==> src/rtl/nibbler_pkg.sv <==
// nibbler_pkg: shared opcode, state, bus-select and ALU-mode definitions for the Nibbler CPU
package nibbler_pkg;
   typedef enum logic [3:0] {
      OP_JC, OP_JNC, OP_JZ, OP_JNZ, OP_JMP, OP_LD, OP_ST, OP_ADDM,
      OP_LIT, OP_ADDI, OP_CMPI, OP_SUBI, OP_NORI, OP_IN, OP_OUT, OP_NOP
   } opcode_t;
   typedef enum logic [1:0] {FETCH0, FETCH1, EXEC} state_t;
   typedef enum logic [1:0] {BUS_IMM = 2'b00, BUS_MEM = 2'b01, BUS_IN = 2'b10} bus_sel_t;
   localparam logic [2:0] ALU_PASS_A   = 3'b000;
   localparam logic [2:0] ALU_SUB      = 3'b001;
   localparam logic [2:0] ALU_PASS_BUS = 3'b010;
   localparam logic [2:0] ALU_ADD      = 3'b011;
   localparam logic [2:0] ALU_NOR      = 3'b100;
endpackage

==> src/rtl/nibbler_pc.sv <==
// nibbler_pc: program counter register with increment and jump load (load wins)
module nibbler_pc #(
   parameter int ADDR_W = 12
) (
   input  logic              clk,
   input  logic              notReset,
   input  logic              inc,
   input  logic              load,
   input  logic [ADDR_W-1:0] d,
   output logic [ADDR_W-1:0] q
);
   always_ff @(posedge clk or negedge notReset)
      if (!notReset) q <= '0;
      else if (load) q <= d;
      else if (inc) q <= q + 1'b1;
endmodule

==> src/rtl/nibbler_control_unit.sv <==
// nibbler_control_unit: fetch/decode sequencer driving the Nibbler ALU, memories and flags
module nibbler_control_unit
   import nibbler_pkg::*;
#(
   parameter int ADDR_W = 12,
   parameter int N      = 4
) (
   input  logic              clk,
   input  logic              notReset,
   input  logic [7:0]        instr,
   input  logic              notC,
   input  logic              notZ,
   output logic [ADDR_W-1:0] imem_addr,
   output logic [ADDR_W-1:0] pc,
   output logic [2:0]        S,
   output logic              notCarryIn,
   output logic              loadA,
   output logic              loadOut,
   output logic [1:0]        busSel,
   output logic [N-1:0]      operand,
   output logic [ADDR_W-1:0] dmem_addr,
   output logic              dmem_we,
   output logic [1:0]        flags
);
   state_t state, state_nx;
   opcode_t op;
   logic [7:0] ir, addr_lo;
   logic take, flag_en;
   assign op = opcode_t'(ir[7:4]);
   assign imem_addr = pc;
   assign operand = ir[N-1:0];
   assign dmem_addr = {ir[3:0], addr_lo};
   // opcodes 0-7 carry a second byte (addr_lo)
   assign state_nx = state == FETCH0 ? (instr[7] ? EXEC : FETCH1) :
                     state == FETCH1 ? EXEC : FETCH0;
   always_ff @(posedge clk or negedge notReset)
      if (!notReset) begin
         state   <= FETCH0;
         ir      <= '0;
         addr_lo <= '0;
         flags   <= 2'b11;
      end else begin
         state <= state_nx;
         if (state == FETCH0) ir <= instr;
         if (state == FETCH1) addr_lo <= instr;
         if (flag_en) flags <= {notC, notZ};
      end
   always_comb begin
      S          = ALU_PASS_A;
      notCarryIn = 1'b1;
      busSel     = BUS_IMM;
      loadA      = 1'b0;
      loadOut    = 1'b0;
      dmem_we    = 1'b0;
      flag_en    = 1'b0;
      take       = 1'b0;
      if (state == EXEC)
         case (op)
            OP_JC:   take = !flags[1];
            OP_JNC:  take = flags[1];
            OP_JZ:   take = !flags[0];
            OP_JNZ:  take = flags[0];
            OP_JMP:  take = 1'b1;
            OP_LD:   begin S = ALU_PASS_BUS; busSel = BUS_MEM; loadA = 1'b1; flag_en = 1'b1; end
            OP_ST:   dmem_we = 1'b1;
            OP_ADDM: begin S = ALU_ADD; busSel = BUS_MEM; loadA = 1'b1; flag_en = 1'b1; end
            OP_LIT:  begin S = ALU_PASS_BUS; loadA = 1'b1; flag_en = 1'b1; end
            OP_ADDI: begin S = ALU_ADD; loadA = 1'b1; flag_en = 1'b1; end
            OP_CMPI: begin S = ALU_SUB; notCarryIn = 1'b0; flag_en = 1'b1; end
            OP_SUBI: begin S = ALU_SUB; notCarryIn = 1'b0; loadA = 1'b1; flag_en = 1'b1; end
            OP_NORI: begin S = ALU_NOR; loadA = 1'b1; flag_en = 1'b1; end
            OP_IN:   begin S = ALU_PASS_BUS; busSel = BUS_IN; loadA = 1'b1; flag_en = 1'b1; end
            OP_OUT:  loadOut = 1'b1;
            default: ;
         endcase
   end
   nibbler_pc #(.ADDR_W(ADDR_W)) u_pc (
      .clk      (clk),
      .notReset (notReset),
      .inc      (state != EXEC),
      .load     (take),
      .d        ({ir[3:0], addr_lo}),
      .q        (pc)
   );
endmodule

==> config.mk <==
export PLATFORM = sky130hd
export DESIGN_NAME = nibbler_control_unit
export DESIGN_NICKNAME = d
export VERILOG_FILES = /design/src/rtl/nibbler_pkg.sv /design/src/rtl/nibbler_pc.sv /design/src/rtl/nibbler_control_unit.sv
export SDC_FILE = /design/constraint.sdc
export NUM_CORES = 1
export LEC_CHECK = 0
export CELL_PAD_IN_SITES_DETAIL_PLACEMENT = 0
export CELL_PAD_IN_SITES_GLOBAL_PLACEMENT = 1
export CORE_ASPECT_RATIO = 1.5
export CORE_MARGIN = 2
export CORE_UTILIZATION = 37
export DETAILED_ROUTE_END_ITERATION = 10
export GPL_TIMING_DRIVEN = 1
export PLACE_DENSITY_LB_ADDON = 0.15
export SYNTH_ARGS = -nofsm -noshare
export SYNTH_HDL_FRONTEND = slang
export SYNTH_SLANG_ARGS = --single-unit
==> constraint.sdc <==
create_clock -name clk -period 2.3 [get_ports clk]
set_input_delay 0.46 -clock clk [delete_from_list [all_inputs] [get_ports clk]]
set_output_delay 0.46 -clock clk [all_outputs]
set_load 0.02 [all_outputs]
# Yosys cells after proc, flatten, opt, wreduce, memory -nomap -nowiden
# Index checks and enable logic that the tools add are counted.
dict set report totals {
  ff_bits 32
  inputBits 12
  output_inout_bits 51
  word_cells 55
}
dict set report classes {
  addsub 1
  n_eq_ne 17
  mux 21
  reduce_logical 11
}
# cell count
set ops {}
lappend ops {{$eq 4x4->1 const B} 7}
lappend ops {{$mux 12} 2}
lappend ops {{$eq 4x3->1 const B} 4}
lappend ops {{$add 12x1->12 const B} 1}
lappend ops {{$pmux 3 s4} 1}
lappend ops {{$mux 1} 11}
lappend ops {{$eq 4x2->1 const B} 2}
lappend ops {{$mux 2} 4}
lappend ops {{$reduce_or 8->1} 1}
lappend ops {{$reduce_or 7->1} 1}
lappend ops {{$reduce_or 2->1} 3}
lappend ops {{$pmux 1 s5} 1}
lappend ops {{$eq 4x1->1 const B} 1}
lappend ops {{$logic_not 4->1} 1}
lappend ops {{$pmux 2 s2} 1}
lappend ops {{$mux 3} 1}
lappend ops {{$reduce_or 3->1} 1}
lappend ops {{$eq 2x1->1 const B} 1}
lappend ops {{$eq 2x2->1 const B} 1}
lappend ops {{$logic_not 1->1} 2}
lappend ops {{$logic_not 2->1} 1}
lappend ops {{$ne 2x2->1 const B} 1}
lappend ops {{$reduce_bool 2->1} 1}

# Depth between registers and ports, before layout
# Gate-level depths: netlist (run 1).
dict set report depth {
  depth_word 4
  ltp_mapped 6
  mapped_depth_nobuf 5
}

# Hierarchy
# From an unflattened synthesis (run 1), not the netlist that was laid out.
dict set report hier_totals {
  hier_cells 166
  area_unflattened_um2 1752.9
}
# module n_inst cells_each area_per_inst_um2 seq_area_each_um2
set modules_own_cells {}
lappend modules_own_cells {nibbler_control_unit 1 94 1081.0 503.0}
lappend modules_own_cells {nibbler_pc 1 72 671.9 300.3}

# Least setup slack after synthesis (run 1)
# No wires, ideal clock.
dict set report synth_path {
  kind {register to output}
  from {register state[1]}
  to {output port busSel[1]}
  arrival_time_ps 1494
  path_slack_ps 346
  stages_incl_launch_ff 6
  path_cell_list {dfrtp_1 -> nor2b_1 -> buf_2 -> buf_4 -> nand3_1 -> nor3b_1}
}
dict set report synth_between {
  elab_chain_len 2
}
# item line
set synth_lines {}
lappend synth_lines {{from (decl)} nibbler_control_unit.sv:25} ;# state_t state, state_nx;
lappend synth_lines {{from (signal assigned)} nibbler_control_unit.sv:43} ;# state <= state_nx;
lappend synth_lines {{$eq 2x2->1} nibbler_control_unit.sv:57} ;# if (state == EXEC)
lappend synth_lines {{$mux 2} nibbler_control_unit.sv:57}
lappend synth_lines {{to (decl)} nibbler_control_unit.sv:19} ;# output logic [1:0] busSel,
# No other way between the ends.

# Worst setup path after layout (run 1)
dict set report layout_path {
  from {register ir[7]}
  to {output port notCarryIn}
}
dict set report layout_between {
  elab_chain_len 4
  word_cells_on_any_way 5
  classes_between {eq/ne: 2; mux: 2; reduce/logical: 1}
}
# item line
set layout_lines {}
lappend layout_lines {{from (decl)} nibbler_control_unit.sv:27} ;# logic [7:0] ir, addr_lo;
lappend layout_lines {{from (signal assigned)} nibbler_control_unit.sv:44} ;# if (state == FETCH0) ir <= instr;
lappend layout_lines {{$eq 4x4->1} nibbler_control_unit.sv:58} ;# case (op)
lappend layout_lines {{$reduce_or 2->1 (no source line) *} -}
lappend layout_lines {{$mux 1 *} nibbler_control_unit.sv:58}
lappend layout_lines {{$mux 1 *} nibbler_control_unit.sv:57}
lappend layout_lines {{to (decl)} nibbler_control_unit.sv:16} ;# output logic notCarryIn,
# Every way passes the cells marked *; elsewhere a longest branch is shown, timed or not.

==> results of run 1 <==
## cell usage in the layout (no fill, tap or decap), types with 2 or more instances in the layout
master	count
dlygate4sd2_1	8
inv_1	4
dfstp_2	2
clkbuf_8	5
clkdlybuf4s50_1	54
clkinvlp_4	2
a211oi_2	10
nand2_1	10
o21ai_0	3
nand3_1	5
buf_4	10
nand4_1	3
dfrtp_1	29
and2_1	4
nand2b_1	2
a21oi_1	7
nor2_1	14
mux2_2	16
and3_1	5
nor4_1	3
nor2b_1	3
a211oi_1	10
nor3_1	4
## worst max-delay path, cell delays in order, from the launching register on
cell             delay [ns]
dfrtp_1                0.43
buf_4                  0.17
and3_1                 0.17
nand2_1                0.07
clkdlybuf4s50_1        0.60
## repair_timing
item,CTS,global route
cloned,0,0
gates resized for setup,8,4
hold buffers,0,0
endpoints found under the setup margin,8,2
## sequential cells by signal (all words and copies together), names as in the netlist
register and count:
flags 2, u_pc.q 12, ir 8, addr_lo 8, state 2
## final cells by class
type | count | area (um2) | area share
multi-input cells | 118 | 862 | 0.338
clock buffers | 5 | 68.8 | 0.0269
flip-flops and latches | 32 | 805 | 0.315
well taps | 66 | 82.6 | 0.0323
repair buffers | 73 | 697 | 0.273
inverters | 4 | 15.0 | 0.00588
clock inverters | 3 | 23.8 | 0.00931
## layer usage
layer,vias to the layer above,wire [um],track usage
met3,4,166,0.0307
met4,0,46,0.0722
met5,-,0,0
li1,746,-,-
met1,764,1830,0.197
met2,42,2700,0.329
## power by group through the flow
stage | Sequential (mW) | Clock [mW] | Combinational, mW
floorplan | 1.25 | 0 | 1.07
global route | 1.16 | 0.490 | 2.00
CTS | 1.11 | 0.467 | 1.90
global placement | 1.10 | 0 | 1.88
detailed placement | 1.12 | 0 | 1.90
finish | 1.11 | 0.452 | 1.88
## worst max path at each step
| stage | slack [ns] | from | cells after the start | endpoint |
|---|---|---|---|---|
| after floorplan | 0.35 | state[1] | 5 | busSel[1] |
| after global placement | 0.22 | state[0] | 5 | busSel[0] |
| after detailed placement | 0.18 | state[0] | 5 | busSel[0] |
| after CTS | 0.02 | state[0] | 4 | notCarryIn |
| after global routing | 0.05 | state[0] | 4 | notCarryIn |
| final | 0.10 | ir[7] | 4 | notCarryIn |
## stage by stage
step,utilization,hold WS (ns),power (mW)
floorplan,-,0.164,2.32
global placement,0.504,0.494,2.98
detailed placement,0.504,0.519,3.02
CTS,0.521,0.531,3.48
global route,0.523,0.574,3.66
finish,0.523,0.543,3.44
## kinds of logic (layout without fill, tap and decap cells)
logic type / after synthesis / count (layout)
and+or+nand+nor: 61 / 61
AOI/OAI and AO/OA: 39 / 39
buffers and inverters: 34 / 85
DFF: 32 / 32
muxes: 17 / 17
adders and majority gates: 1 / 1
==> qor.yml, run 1 <==
grt:
  grt_pass1_vias: 1542
  globalRouteOverflowTotal: 0
  grt_pass1_wl_um: 7890
  track_usage: 0.177
  antenna_found_initial: 0
  grt_max_degree: 33
die:
  core-area_mm2: 0.00489
  rows: 31
  fp.dieW_um: 62.4
  dieArea_mm2: 0.00572
  ioPinCount: 63
  start_util: 0.388
  die_h_um: 91.7
placement:
  place.port_buffers: 62
  placed_area_mm2: 0.00246
  gp_congestion: 0.828
  pre_cts_ws_ns: 0.183
  hpwl_um: 3640
  dp.cells: 293
timing:
  fmax_ghz: 0.455
  relSlewSlack: 0.667
  rsz0062_at_grt: "no"
  setup_ws_ns: 0.101
  drv_slew: 0
  fin_crit_ns: 2.20
  skew_ns: 0.0103
  hold_viol: 0
  period_share: 0.956
  fin_setup_tns_ns: 0
  finalSetupViolCount: 0
  worst_pin_slew_ns: 0.499
clock_network:
  cts_setup_buffers: 0
  h-tree-depth: 2
  root_buffer: "clkbuf_8"
  tritoncts: "done"
  clockBufferDepth: 2
  clock_latency_ns: 0.30
  cts.sinks: 32
  clk_pin_slew_ns: 0.07
  cts_buffers: 5
synthesis:
  synth_top_flop_cell: "dfrtp_1"
  synth_cell_types: 40
  yosys.area_share.simple: 0.176
  yosys-top-cells-area: "dfrtp_1 (40%), mux2_2 (9.5%), buf_4 (8.7%)"
  synth_nets: 197
  synth_top_family_by_area: "simple AND/OR/NAND/NOR gates"
  seq_area_frac_synth: 0.424
  synthCells: 184
  synth-edff-count: 0
  ys_ff_latch: 32
  netlist_area_mm2: 0.00190
  synth-compound-area-share: 0.171
  synth_xor_area_frac: 0
  synth_top_area_cell: "dfrtp_1"
  yosys-top-cells-count: "dfrtp_1 (30), buf_4 (22), mux2_2 (16)"
  synthMuxAreaShare: 0.100
  synth_fa_ha_area_frac: 0.00660
  yosysTopAreaCellShare: 0.396
  synthArstFlopShare: 1.00
  synth.yosys.warnings: 0
  yosysMostFrequentCell: "dfrtp_1"
  syn_avg_cell_area_um2: 10.3
power_and_ir_drop:
  p_sw_mw: 1.49
  seqPwrFrac: 0.323
  switching_share: 0.433
  combPwrFrac: 0.546
  p_per_area_mw_per_mm2: 1350
  ir_worst_vdd_v: 0.000724
  p_int_mw: 1.95
  p_leak_nw: 1.03
  clkPwrFrac: 0.131
worst_setup_path:
  cp-end-kind: "output pin"
  critPathMaxFanout: 6
  required_ns: 1.84
  worst-endpoint-arrival_ns: 1.74
  start_kind: "register"
  r2r-end: "u_pc.q[2]"
  reg2reg_slack_ns: 0.44
  reg2reg_from: "ir[5]"
  crit_type: "reg -> out"
  worstRegToRegCells: 5
final_layout:
  areaGrowthSynthToFinish_pct: 34.7
  fin_nets: 247
  final_cells: 301
  drive_above_1_share: 0.221
  fin_area_mm2: 0.00255
  nFillCells: 484
  diodes: 0
route:
  ant_nets: 0
  drc_errors: 0
  drt_iter0_markers: 44
  drt_wl_total_um: 4750
  dr.pass1.iters: 4
  routed_via_density: 5.17
  wl_per_cell_um: 15.8
  vias: 1556
outcome:
  status: "complete, no violations"
flow_run:
  cap_violations: 0
min_path:
  min_to: "state[1]"
  hold_depth: 2
  hp-class: "reg -> reg"
  min-delay-start: "state[1]"
Power figures use the tool's default switching activity.
==> inputs of run 2 (changes only) <==
--- a/config.mk
+++ b/config.mk
@@ -10,9 +10,10 @@
 export CORE_ASPECT_RATIO = 1.5
 export CORE_MARGIN = 2
 export CORE_UTILIZATION = 37
+export CTS_CLUSTER_SIZE = 16
 export DETAILED_ROUTE_END_ITERATION = 10
 export GPL_TIMING_DRIVEN = 1
-export PLACE_DENSITY_LB_ADDON = 0.15
+export PLACE_DENSITY = 0.86
 export SYNTH_ARGS = -nofsm -noshare
 export SYNTH_HDL_FRONTEND = slang
 export SYNTH_SLANG_ARGS = --single-unit
==> qor.yml, run 2 (synthesized netlist as in run 1, its figures left out) <==
outcome:
  status: "complete, no violations"
min_path:
  min_to: "state[0]"
  hp-class: "reg -> reg"
  min-delay-start: "state[0]"
  hold_depth: 1
grt:
  track_usage: 0.155
  globalRouteOverflowTotal: 0
  grt_pass1_vias: 1522
  grt_pass1_wl_um: 7250
  grt_max_degree: 33
  antenna_found_initial: 0
clock_network:
  clockBufferDepth: 2
  cts.sinks: 32
  cts_setup_buffers: 0
  tritoncts: "done"
  cts_buffers: 5
  h-tree-depth: 2
  clk_pin_slew_ns: 0.06
  root_buffer: "clkbuf_8"
  clock_latency_ns: 0.28
die:
  start_util: 0.388
  rows: 31
  fp.dieW_um: 62.4
  core-area_mm2: 0.00489
  dieArea_mm2: 0.00572
  die_h_um: 91.7
  ioPinCount: 63
worst_setup_path:
  cp-end-kind: "output pin"
  reg2reg_from: "ir[5]"
  worstRegToRegCells: 4
  r2r-end: "u_pc.q[0]"
  critPathMaxFanout: 14
  start_kind: "register"
  critPathSlowestCell: "clkdlybuf4s50_1"
  required_ns: 1.84
  max_stage_delay_ns: 0.54
  worst-endpoint-arrival_ns: 1.76
  reg2reg_slack_ns: 0.45
  critPathBufInv: 2
  crit_type: "reg -> out"
  path_cells: "nor2b_1, buf_4, nand2_1, clkdlybuf4s50_1"
  crit_family: "buffers and inverters"
route:
  ant_nets: 0
  vias: 1544
  drt_iter0_markers: 62
  wl_per_cell_um: 14.2
  drc_errors: 0
  drt_wl_total_um: 4260
  dr.pass1.iters: 4
  routed_via_density: 5.15
timing:
  fmax_ghz: 0.450
  relSlewSlack: 0.657
  worst_pin_slew_ns: 0.514
  rsz0062_at_grt: "no"
  hold_viol: 0
  holdWs_ns: 0.513
  fin_setup_tns_ns: 0
  finalSetupViolCount: 0
  period_share: 0.966
  setup_ws_ns: 0.0773
  fin_crit_ns: 2.22
  skew_ns: 0.00822
  drv_slew: 0
final_layout:
  regMostFlops: "u_pc.q"
  final_cells: 300
  areaGrowthSynthToFinish_pct: 34.9
  fin_area_mm2: 0.00256
  nFillCells: 469
  drive_above_1_share: 0.214
  final_common_cell: "clkdlybuf4s50_1"
  fin_util: 0.523
  fin_nets: 246
  largest_reg_flops: 12
  mostFrequentLayoutCells: "clkdlybuf4s50_1 (54), dfrtp_1 (28), mux2_2 (16)"
  diodes: 0
  reg.largest.list: "u_pc.q: 12 flops, addr_lo: 8 flops, ir: 8 flops"
flow_run:
  cap_violations: 0
placement:
  dp.cells: 292
  gp_congestion: 0.768
  hpwl_um: 3350
  pre_cts_ws_ns: 0.195
  place.port_buffers: 62
  placed_area_mm2: 0.00246
power_and_ir_drop:
  p_leak_nw: 1.06
  p_sw_mw: 1.42
  seqPwrFrac: 0.322
  p_int_mw: 2.00
  power_mw: 3.42
  ir_worst_vdd_v: 0.000508
  combPwrFrac: 0.541
  clkPwrFrac: 0.137
  p_per_area_mw_per_mm2: 1340
  switching_share: 0.414
[run 2: worst max path at each step]
stage                     cells past startpoint  slack [ns]         end      from
final                                         4        0.08  notCarryIn  state[0]
after global routing                          4        0.01  notCarryIn  state[0]
after CTS                                     4        0.03        S[2]  state[0]
after detailed placement                      5        0.20   busSel[0]  state[0]
after global placement                        5        0.20   busSel[0]  state[0]
after floorplan                               5        0.35   busSel[1]  state[1]
[run 2: cell type report]
class / count / area [um2] / share of cell area
Clock buffer: 8 / 100 / 0.0392
Inverter: 4 / 15.0 / 0.00587
Multi-Input combinational cell: 118 / 860 / 0.336
Sequential cell: 32 / 806 / 0.315
Tap cell: 66 / 82.6 / 0.0323
Timing Repair Buffer: 72 / 693 / 0.271
[run 2: timing repair]
action / in CTS / in global routing
gates resized for setup: 7 / 3
hold buffers: 0 / 0
setup endpoints to repair: 6 / 3
[run 2: metal layers]
| layer | global-route usage | share of wire | up-vias |
|---|---|---|---|
| li1 | - | - | 747 |
| met1 | 0.176 | 0.41 | 752 |
| met2 | 0.287 | 0.54 | 38 |
| met3 | 0.0258 | 0.035 | 7 |
| met4 | 0.0611 | 0.019 | 0 |
| met5 | 0 | 0 | - |
[run 2: power groups by stage]
| stage | Combinational [mW] | Clock [mW] | Sequential (mW) |
|---|---|---|---|
| final | 1.85 | 0.469 | 1.10 |
| after floorplan | 1.07 | 0 | 1.25 |
| after CTS | 1.87 | 0.478 | 1.10 |
| after global routing | 1.97 | 0.498 | 1.16 |
| after global placement | 1.85 | 0 | 1.10 |
| after detailed placement | 1.88 | 0 | 1.11 |
==> inputs of run 3 (changes only) <==
--- a/config.mk
+++ b/config.mk
@@ -13,6 +13,7 @@
 export CTS_CLUSTER_SIZE = 16
 export DETAILED_ROUTE_END_ITERATION = 10
 export GPL_TIMING_DRIVEN = 1
+export HOLD_SLACK_MARGIN = 0.1
 export PLACE_DENSITY = 0.86
 export SYNTH_ARGS = -nofsm -noshare
 export SYNTH_HDL_FRONTEND = slang
==> results of run 3 <==
Final layout, timing and power as in run 2 (identical DEF).
